==> src/rtl/instr_fetch.sv <==
// instr_fetch: PC register and req/ready instruction fetch feeding the decoder.
module instr_fetch #(
  parameter logic [31:0] RESET_PC = 32'h0000_0000
) (
  input  logic        clk,
  input  logic        rst,
  output logic        imem_req,
  output logic [31:0] imem_addr,
  input  logic        imem_ready,
  input  logic [31:0] imem_rdata,
  input  logic        stall,
  input  logic        branch_taken,
  input  logic [31:0] branch_target,
  output logic [31:0] instr,
  output logic        instr_valid,
  output logic [5:0]  opcode,
  output logic [31:0] pc,
  output logic [31:0] pc_plus4
);
  typedef enum logic [1:0] {IDLE, REQ, HOLD} state_t;
  state_t state, nextState;
  logic [31:0] fetchPc;
  logic xfer, consume;
  assign xfer = state == REQ && imem_ready;
  assign consume = state == HOLD && !stall;
  assign imem_addr = fetchPc;
  assign pc_plus4 = pc + 32'd4;
  assign opcode = instr[31:26];
  always_comb begin
    nextState = state;
    case (state)
      IDLE: nextState = REQ;
      REQ: nextState = imem_ready ? HOLD : REQ;
      HOLD: nextState = stall ? HOLD : REQ;
      default: nextState = IDLE;
    endcase
  end
  always_ff @(posedge clk) begin
    if (rst) begin
      state <= IDLE;
      fetchPc <= RESET_PC;
      imem_req <= 1'b0;
      instr <= '0;
      instr_valid <= 1'b0;
      pc <= RESET_PC;
    end else begin
      state <= nextState;
      imem_req <= nextState == REQ;
      if (xfer) begin
        instr <= imem_rdata;
        pc <= fetchPc;
        instr_valid <= 1'b1;
      end
      if (consume) begin
        instr_valid <= 1'b0;
        // misaligned targets are silently word-aligned
        fetchPc <= branch_taken ? (branch_target & ~32'd3) : pc_plus4;
      end
    end
  end
endmodule

==> config.mk <==
export PLATFORM = sky130hd
export DESIGN_NAME = instr_fetch
export DESIGN_NICKNAME = d
export VERILOG_FILES = /design/src/rtl/instr_fetch.sv
export SDC_FILE = /design/constraint.sdc
export NUM_CORES = 1
export LEC_CHECK = 0
export CAP_MARGIN = 10
export CORE_MARGIN = 2
export CORE_UTILIZATION = 37
export DETAILED_ROUTE_END_ITERATION = 6
export PLACE_DENSITY = 0.82
export REMOVE_ABC_BUFFERS = 1
export SETUP_SLACK_MARGIN = 0.15
export SLEW_MARGIN = 15
export SYNTH_ARGS = -nofsm -noshare
export SYNTH_HDL_FRONTEND = slang
export SYNTH_SLANG_ARGS = --single-unit
==> constraint.sdc <==
create_clock -name clk -period 1.8 [get_ports clk]
set_input_delay 0.36 -clock clk [delete_from_list [all_inputs] [get_ports clk]]
set_output_delay 0.36 -clock clk [all_outputs]
set_load 0.005 [all_outputs]
==> results.yml, run 1 <==
power_and_ir_drop:
  ir_drop_mv: 0.516
  p_leak_uw: 0.00376
  powerDensity_nw_per_um2: 583
synthesis:
  netlist_instances: 501
  synth_fa_ha_area_share_pct: 0.300
  synth_area_leaders: "dfxtp_1, nand2_1, a21oi_1"
  synth_top_family_by_area: "simple AND/OR/NAND/NOR gates"
  ys_seq_area_share_pct: 48.1
  yosys_warnings: 0
  ys_seq_elements: 100
  synth_area_um2: 4170
  synth.avg_cell_area_um2: 8.31
  ys_types: 36
  synthXorXnorAreaFrac_pct: 5.68
  yosysMostFrequentCell: "nand2_1"
  synth_top_cells_by_count: "nand2_1, dfxtp_1, a21oi_1"
  async_reset_ff_share_pct: 0
  synth_largest_area_cell: "dfxtp_1"
  synth.top_cell.area_share_pct: 48.1
  synth_edf_count: 0
  synthMuxAreaShare_pct: 1.35
  synth-compound-area-share_pct: 18.4
  synthSimpleGateAreaFrac_pct: 21.1
  synthFlopType: "dfxtp_1"
global_route:
  grt_pass1_wl_um: 24500
  first_global_vias: 4864
  antenna_found_initial: 0
  grt_overflow_total: 0
  grt_max_degree: 41
  track_usage_pct: 26.2
detailed_routing:
  firstDrtPassIters: 5
  drtIter0Drc: 254
  routedWlPerCell_um: 18.6
  ant_nets: 0
  vias: 5030
  drc: 0
  drt_wl_total_um: 17600
  viasPerCell: 5.32
clocking:
  path_clk_slew_ns: 0.07
  numCtsBuffers: 9
  clockBufferDepth: 2
  cts_root_buf: "clkbuf_16"
  clkLatencyLatePin_ns: 0.35
  htreeDepth: 3
  clock-sinks: 100
  ctsHoldBuffers: 0
  cts_tree: "yes"
place:
  dp_hpwl_um: 10100
  gp_congestion: 0.877
  placed_cell_area_um2: 6770
  dp_worst_setup_slack_ns: -0.630
  portBuffers: 202
timing:
  rsz0062_at_grt: "true"
  fin_crit_sh_pct: 143
  min_period_ns: 2.57
  timing.slew.headroom_pct: 66.1
  tns_ns: -16.52
  slew_viol_final: 0
  hold_slack_ns: 0.292
  setup_viol: 43
  finalHoldViolations: 0
  fin_ws_ns: -0.775
  worst_slew_pin_slew_ns: 0.504
  skew_ns: 0.0153
  max_freq_mhz: 388
finish:
  final_cell_area_um2: 8150
  fin_util_pct: 74.5
  antennaDiodeCount: 0
  fillerInstances: 738
  drive_gt1_share_pct: 32.8
  syn2layout_area_growth_pct: 95.6
  nets: 870
flow_run:
  maxCapViolCount: 0
outcome:
  outcome: "complete, but fails checks"
  violations: "setup timing"
floorplan:
  die_width_um: 110
  die_y_um: 110
  ios: 205
  row_count: 38
  coreArea_um2: 10900
  initial_core_util_pct: 38.1
  die_area_um2: 12100
worst_setup_path:
  path_max_fanout: 3
  criticalPathCategory: "reg2out"
  critPathLaunch: "pc[12]"
  r2r-start: "pc[2]"
  crit_required_ns: 1.44
  end_kind: "output pin"
  crit_arrival_ns: 2.21
  crit_path_start_kind: "flop"
worst_hold_path:
  holdCritStartpoint: "rst"
  hold_class: "in2reg"
==> worst paths after layout <==
| check | end | slack [ns] | cells past startpoint |
|---|---|---|---|
| max | pc_plus4[20] | -0.77 | 7 |
| min | state[1] | 0.29 | 2 |
| max reg2reg | imem_addr[13] | -0.40 | 12 |
| min reg2reg | instr[7] | 0.45 | 2 |
==> cells in the final DEF, fill, tap and decap left out, drive strengths merged, types with 12 or more instances in the layout <==
| master | count |
|---|---|
| a22o | 26 |
| dlygate4sd2 | 28 |
| a21oi | 67 |
| clkdlybuf4s50 | 140 |
| nand2 | 144 |
| buf | 157 |
| xnor2 | 19 |
| dfxtp | 100 |
| a21o | 18 |
| nand3 | 12 |
==> per-stage QoR <==
| stage | instances | total power [uW] |
|---|---|---|
| detailed placement | 866 | 2870 |
| CTS | 925 | 4760 |
| global placement | 866 | 2860 |
| finish | 945 | 4750 |
| floorplan | 459 | 2470 |
| global route | 945 | 4900 |
==> registers in the layout (all words and copies together) (netlist names) <==
| name | flops |
|---|---|
| imem_addr | 32 |
| pc | 32 |
| imem_req | 1 |
| instr | 32 |
| instr_valid | 1 |
| state | 2 |
==> layer usage <==
layer	global-route usage [%]	vias to the layer above	part of all wire [%]
met3	6.35	68	7.8
met5	0	-	0
met4	10.3	0	4.9
met2	48.8	244	51
met1	28.3	2429	36
li1	-	2289	-
==> what timing repair did <==
| action | 4_1_cts | 5_1_grt |
|---|---|---|
| setup buffers | 42 | 20 |
| pin swaps | 48 | 35 |
| endpoints found under the setup margin | 74 | 60 |
| gates resized for setup | 264 | 48 |
| cloned | 1 | 0 |
==> cells by family (layout without fill, tap and decap cells) <==
group | Yosys count | after routing
adders and majority gates | 1 | 1
muxes | 5 | 5
buffers and inverters | 47 | 351
and+or+nand+nor | 201 | 201
xor gates and xnor gates | 27 | 27
AOI/OAI and AO/OA | 120 | 120
DFF | 100 | 100
==> power by group <==
group	switching, uW	internal, uW	total [uW]	leakage [uW]
Sequential	30.9	2250	2290	0.000825
Combinational	223	312	535	0.00280
Clock	926	1000	1930	0.000138
Total	1180	3570	4750	0.00376
==> critical path, stage by stage, from the launching register on <==
cell	delay, ns
dfxtp_2	0.33
nand4_1	0.16
buf_4	0.18
or4_4	0.56
buf_6	0.16
nor3_4	0.15
xor2_2	0.18
buf_2	0.14
==> area by class of cell <==
class | count | area [um2] | share of cell area, %
Sequential cell | 100 | 2050 | 25.1
Multi-Input combinational cell | 354 | 2480 | 30.4
Clock buffer | 10 | 239 | 2.93
Clock inverter | 6 | 52.6 | 0.645
Inverter | 5 | 18.8 | 0.230
Timing Repair Buffer | 330 | 3140 | 38.5
Tap cell | 140 | 175 | 2.15
Note: power is estimated with default switching activity, not from simulation.
==> run 2: changes to the inputs <==
--- a/config.mk
+++ b/config.mk
@@ -6,13 +6,12 @@
 export NUM_CORES = 1
 export LEC_CHECK = 0
 export CAP_MARGIN = 10
-export CORE_MARGIN = 2
 export CORE_UTILIZATION = 37
 export DETAILED_ROUTE_END_ITERATION = 6
 export PLACE_DENSITY = 0.82
 export REMOVE_ABC_BUFFERS = 1
 export SETUP_SLACK_MARGIN = 0.15
-export SLEW_MARGIN = 15
+export SLEW_MARGIN = 20
 export SYNTH_ARGS = -nofsm -noshare
 export SYNTH_HDL_FRONTEND = slang
 export SYNTH_SLANG_ARGS = --single-unit
==> results.yml, run 2 (same netlist as run 1, synthesis figures left out) <==
outcome:
  outcome: "complete, but fails checks"
  violations: "setup timing"
power_and_ir_drop:
  p_total_uw: 4330
  p_leak_uw: 0.00375
  ir_drop_mv: 0.452
  powerDensity_nw_per_um2: 543
timing:
  fin_crit_sh_pct: 143
  finalHoldViolations: 0
  min_period_ns: 2.58
  setup_viol: 45
  fin_ws_ns: -0.779
  timing.slew.headroom_pct: 59.3
  rsz0062_at_grt: "true"
  worst_slew_pin_slew_ns: 0.610
  slew_viol_final: 0
  skew_ns: 0.0173
  tns_ns: -16.73
  max_freq_mhz: 388
global_route:
  track_usage_pct: 27.5
  grt_pass1_wl_um: 24800
  grt_overflow_total: 0
  antenna_found_initial: 0
  grt_max_degree: 38
  first_global_vias: 4952
worst_hold_path:
  min_path_cells: 2
  hold_class: "in2reg"
worst_setup_path:
  slowest_stage: "dfxtp_2"
  max_stage_delay_ns: 0.36
  path_max_fanout: 2
  end_kind: "output pin"
  crit_path_start_kind: "flop"
  cp.buffers_inverters: 6
  path_cells: "buf_4 > buf_6 > nand4_1 > buf_4 > nor2_4 > buf_6 > buf_6 > nor4b_4 > xor2_1 > buf_2"
  cpMostUsedCell: "buf_6"
  ff2ff_path_depth: 9
  path_depth: 10
  crit_arrival_ns: 2.22
  criticalPathCategory: "reg2out"
  crit_required_ns: 1.44
  cpLargestDelayFamily: "buffers and inverters"
floorplan:
  die_y_um: 108
  ios: 205
  coreArea_um2: 10900
  die_width_um: 108
  die_area_um2: 11700
  initial_core_util_pct: 38.3
  row_count: 38
clocking:
  clkLatencyLatePin_ns: 0.37
  htreeDepth: 3
  path_clk_slew_ns: 0.10
  clock-sinks: 100
  clockBufferDepth: 2
  numCtsBuffers: 9
  cts_tree: "yes"
  cts_root_buf: "clkbuf_8"
finish:
  syn2layout_area_growth_pct: 91.6
  final_common_cell: "nand2_1"
  antennaDiodeCount: 0
  fillerInstances: 728
  most-common-layout-cells: "nand2_1, clkdlybuf4s50_1, buf_4, a21oi_1, dfxtp_2"
  nets: 858
  drive_gt1_share_pct: 37.2
  fin_cells: 933
flow_run:
  maxCapViolCount: 0
place:
  portBuffers: 202
  dp.cells: 865
  gp_congestion: 0.839
  dp_hpwl_um: 9830
detailed_routing:
  drc: 0
  viasPerCell: 5.45
  routedWlPerCell_um: 18.9
  drt_wl_total_um: 17600
  ant_nets: 0
  firstDrtPassIters: 6
  vias: 5085
  drtIter0Drc: 329
## run 2: per-layer routing
| metal | up-vias | routed length [um] | GRT usage [%] |
|---|---|---|---|
| met1 | 2451 | 6450 | 29.9 |
| met2 | 292 | 8930 | 49.4 |
| met4 | 0 | 964 | 14.4 |
| li1 | 2265 | - | - |
| met3 | 77 | 1290 | 6.27 |
| met5 | - | 0 | 0 |
## run 2: path summary, 6_finish.rpt
kind / from / endpoint / slack (ns)
hold reg to reg: imem_addr[3] / pc[3] / 0.46
setup / recovery: pc[2] / pc_plus4[19] / -0.78
hold / removal: rst / state[0] / 0.33
setup reg to reg: pc[2] / imem_addr[18] / -0.27
## run 2: stage by stage
step / cell area, um2 / worst slack (ns) / hold WS [ns] / utilization, %
2_1_floorplan: 3970 / -0.932 / 0.429 / -
3_3_place_gp: 6770 / -0.557 / 0.441 / 62.1
3_5_place_dp: 6770 / -0.633 / 0.449 / 62.1
4_1_cts: 7590 / -0.710 / 0.317 / 69.8
5_1_grt: 7980 / -0.820 / 0.323 / 73.3
6_report: 7980 / -0.779 / 0.327 / 73.3
## run 2: layout make-up
class                      count  area, um2  share of cell area (%)
clock buffer                  10        128                    1.60
clock inverter                 6       68.8                   0.862
sequential                   100       2100                    26.3
timing repair buffer         317       2970                    37.2
multi-input combinational    355       2520                    31.6
inverter                       5       18.8                   0.235
tap                          140        175                    2.19
## run 2: power by group
group          switching (uW)  leakage (uW)  internal (uW)
Sequential               34.2      0.000844           2260
Combinational             223       0.00281            299
Clock                     862     0.0000977            659
Total                    1120       0.00375           3210
## run 2: repair_timing
item	in CTS	in global routing
buffers inserted	33	17
gates resized for setup	269	99
endpoints found under the hold margin	0	0
hold buffers	0	0
pin swaps	43	37
setup endpoints to repair	93	106
cloned	2	0
==> run 3: changes to the inputs <==
--- a/config.mk
+++ b/config.mk
@@ -6,6 +6,7 @@
 export NUM_CORES = 1
 export LEC_CHECK = 0
 export CAP_MARGIN = 10
+export CORE_MARGIN = 3
 export CORE_UTILIZATION = 37
 export DETAILED_ROUTE_END_ITERATION = 6
 export PLACE_DENSITY = 0.82
==> results.yml, run 3 (same netlist as run 1, synthesis figures left out) <==
detailed_routing:
  drtIter0Drc: 346
  drc: 0
  firstDrtPassIters: 5
  vias: 4913
  routedWlPerCell_um: 18.9
  viasPerCell: 5.29
  ant_nets: 0
  drt_wl_total_um: 17500
timing:
  finalHoldViolations: 0
  setup_viol: 38
  rsz0062_at_grt: "true"
  timing.slew.headroom_pct: 59.3
  fin_crit_sh_pct: 135
  fin_ws_ns: -0.636
  worst_slew_pin_slew_ns: 0.610
  slew_viol_final: 0
  hold_slack_ns: 0.349
  min_period_ns: 2.44
  max_freq_mhz: 411
  skew_ns: 0.00995
global_route:
  grt_overflow_total: 0
  track_usage_pct: 24.7
  first_global_vias: 4921
  grt_pass1_wl_um: 25300
  antenna_found_initial: 0
  grt_max_degree: 50
finish:
  syn2layout_area_growth_pct: 91.8
  fin_cells: 928
  drive_gt1_share_pct: 31.3
  most-common-layout-cells: "nand2_1, clkdlybuf4s50_1, dfxtp_1, a21oi_1, buf_4"
  fillerInstances: 759
  nets: 854
  multi_input_area_um2: 2480
  seqCellArea_um2: 2050
  final_common_cell: "nand2_1"
  antennaDiodeCount: 0
worst_setup_path:
  path_cells: "buf_6 > nand4_1 > nor2_2 > buf_6 > buf_12 > buf_6 > nand4_1 > xnor2_2 > buf_2"
  criticalPathCategory: "reg2out"
  crit_required_ns: 1.44
  r2r-start: "pc[2]"
  end_kind: "output pin"
  path_max_fanout: 3
  path_depth: 9
  crit_arrival_ns: 2.08
  cpLargestDelayFamily: "buffers and inverters"
  max_stage_delay_ns: 0.38
  cp.buffers_inverters: 5
  reg2reg_setup_slack_ns: -0.34
  slowest_stage: "dfxtp_4"
  ff2ff_path_depth: 12
  crit_path_start_kind: "flop"
  cpMostUsedCell: "buf_6"
  crit-reg2reg-capture: "imem_addr[13]"
place:
  dp.cells: 860
  portBuffers: 202
  dp_hpwl_um: 9980
  gp_congestion: 0.875
clocking:
  ctsHoldBuffers: 0
  cts_tree: "yes"
  clkLatencyLatePin_ns: 0.34
  clockBufferDepth: 2
  htreeDepth: 3
  numCtsBuffers: 9
  clock-sinks: 100
  path_clk_slew_ns: 0.07
  cts_root_buf: "clkbuf_16"
floorplan:
  coreArea_um2: 10900
  ios: 205
  die_y_um: 112
  die_width_um: 112
  die_area_um2: 12600
  initial_core_util_pct: 38.1
  row_count: 38
worst_hold_path:
  whs_endpoint: "state[1]"
  hold_class: "in2reg"
  min_path_cells: 2
  holdCritStartpoint: "rst"
outcome:
  violations: "setup timing"
  outcome: "complete, but fails checks"
power_and_ir_drop:
  powerDensity_nw_per_um2: 617
  p_leak_uw: 0.00369
  p_total_uw: 4930
  ir_drop_mv: 0.544
flow_run:
  maxCapViolCount: 0
## run 3: cell types whose count changed in the layout (fill, tap and decap cells not counted), moves of 7 or more
| cell | change |
|---|---|
| clkdlybuf4s50_1 | +8 |
| dfxtp_2 | -33 |
| clkbuf_8 | -7 |
| dlygate4sd2_1 | +8 |
| clkbuf_16 | +9 |
| dfxtp_1 | +35 |
## run 3: worst max path at each step
stage                     slack [ns]            to  startpoint
after floorplan                -0.93      instr[0]  imem_ready
after global placement         -0.57  pc_plus4[26]      pc[12]
after detailed placement       -0.59  pc_plus4[20]       pc[2]
after CTS                      -0.64  pc_plus4[18]       pc[3]
after global routing           -0.71  pc_plus4[15]       pc[2]
final                          -0.64  pc_plus4[15]       pc[2]
## run 3: per-layer routing
layer | global-route usage (%) | share of wire (%)
met2 | 44.0 | 51
met5 | 0 | 0
met1 | 27.2 | 37
met3 | 9.16 | 7.8
met4 | 7.85 | 4.0
## run 3: power breakdown
part	leakage (uW)	switching [uW]	total [uW]	internal, uW
Combinational	0.00270	223	520	296
Sequential	0.000826	34.5	2290	2260
Clock	0.000158	829	2110	1280
## run 3: through the flow
stage	setup slack, ns	utilization (%)	TNS (ns)	area (um2)
after floorplan	-0.932	-	-82.50	3970
after global placement	-0.570	61.3	-18.80	6700
after detailed placement	-0.591	61.3	-21.20	6700
after CTS	-0.642	69.7	-11.90	7620
after global routing	-0.715	73.1	-15.78	7990
final	-0.636	73.1	-13.13	7990
## run 3: area by class of cell
type                    instances  share of cell area (%)
repair buffers                313                    36.8
multi-input cells             355                    31.0
flip-flops and latches        100                    25.6
clock buffers                  11                    3.16
well taps                     140                    2.19
clock inverters                 4                   0.908
inverters                       5                   0.235
## run 3: timing repair
action / CTS / global route
setup endpoints to repair: 88 / 67
gates resized for setup: 239 / 65
pin swaps: 45 / 41
setup buffers: 34 / 17
gates cloned: 2 / 0
## run 3: worst register-to-register path, cell delays in order (launching register included)
cell and delay, ns:
dfxtp_4 0.38, buf_6 0.11, nand4_1 0.14, nor2_2 0.18, buf_6 0.14, buf_12 0.10
buf_6 0.10, nand2_4 0.07, xnor2_4 0.13, buf_4 0.14, buf_4 0.12, buf_4 0.12
a221o_1 0.30
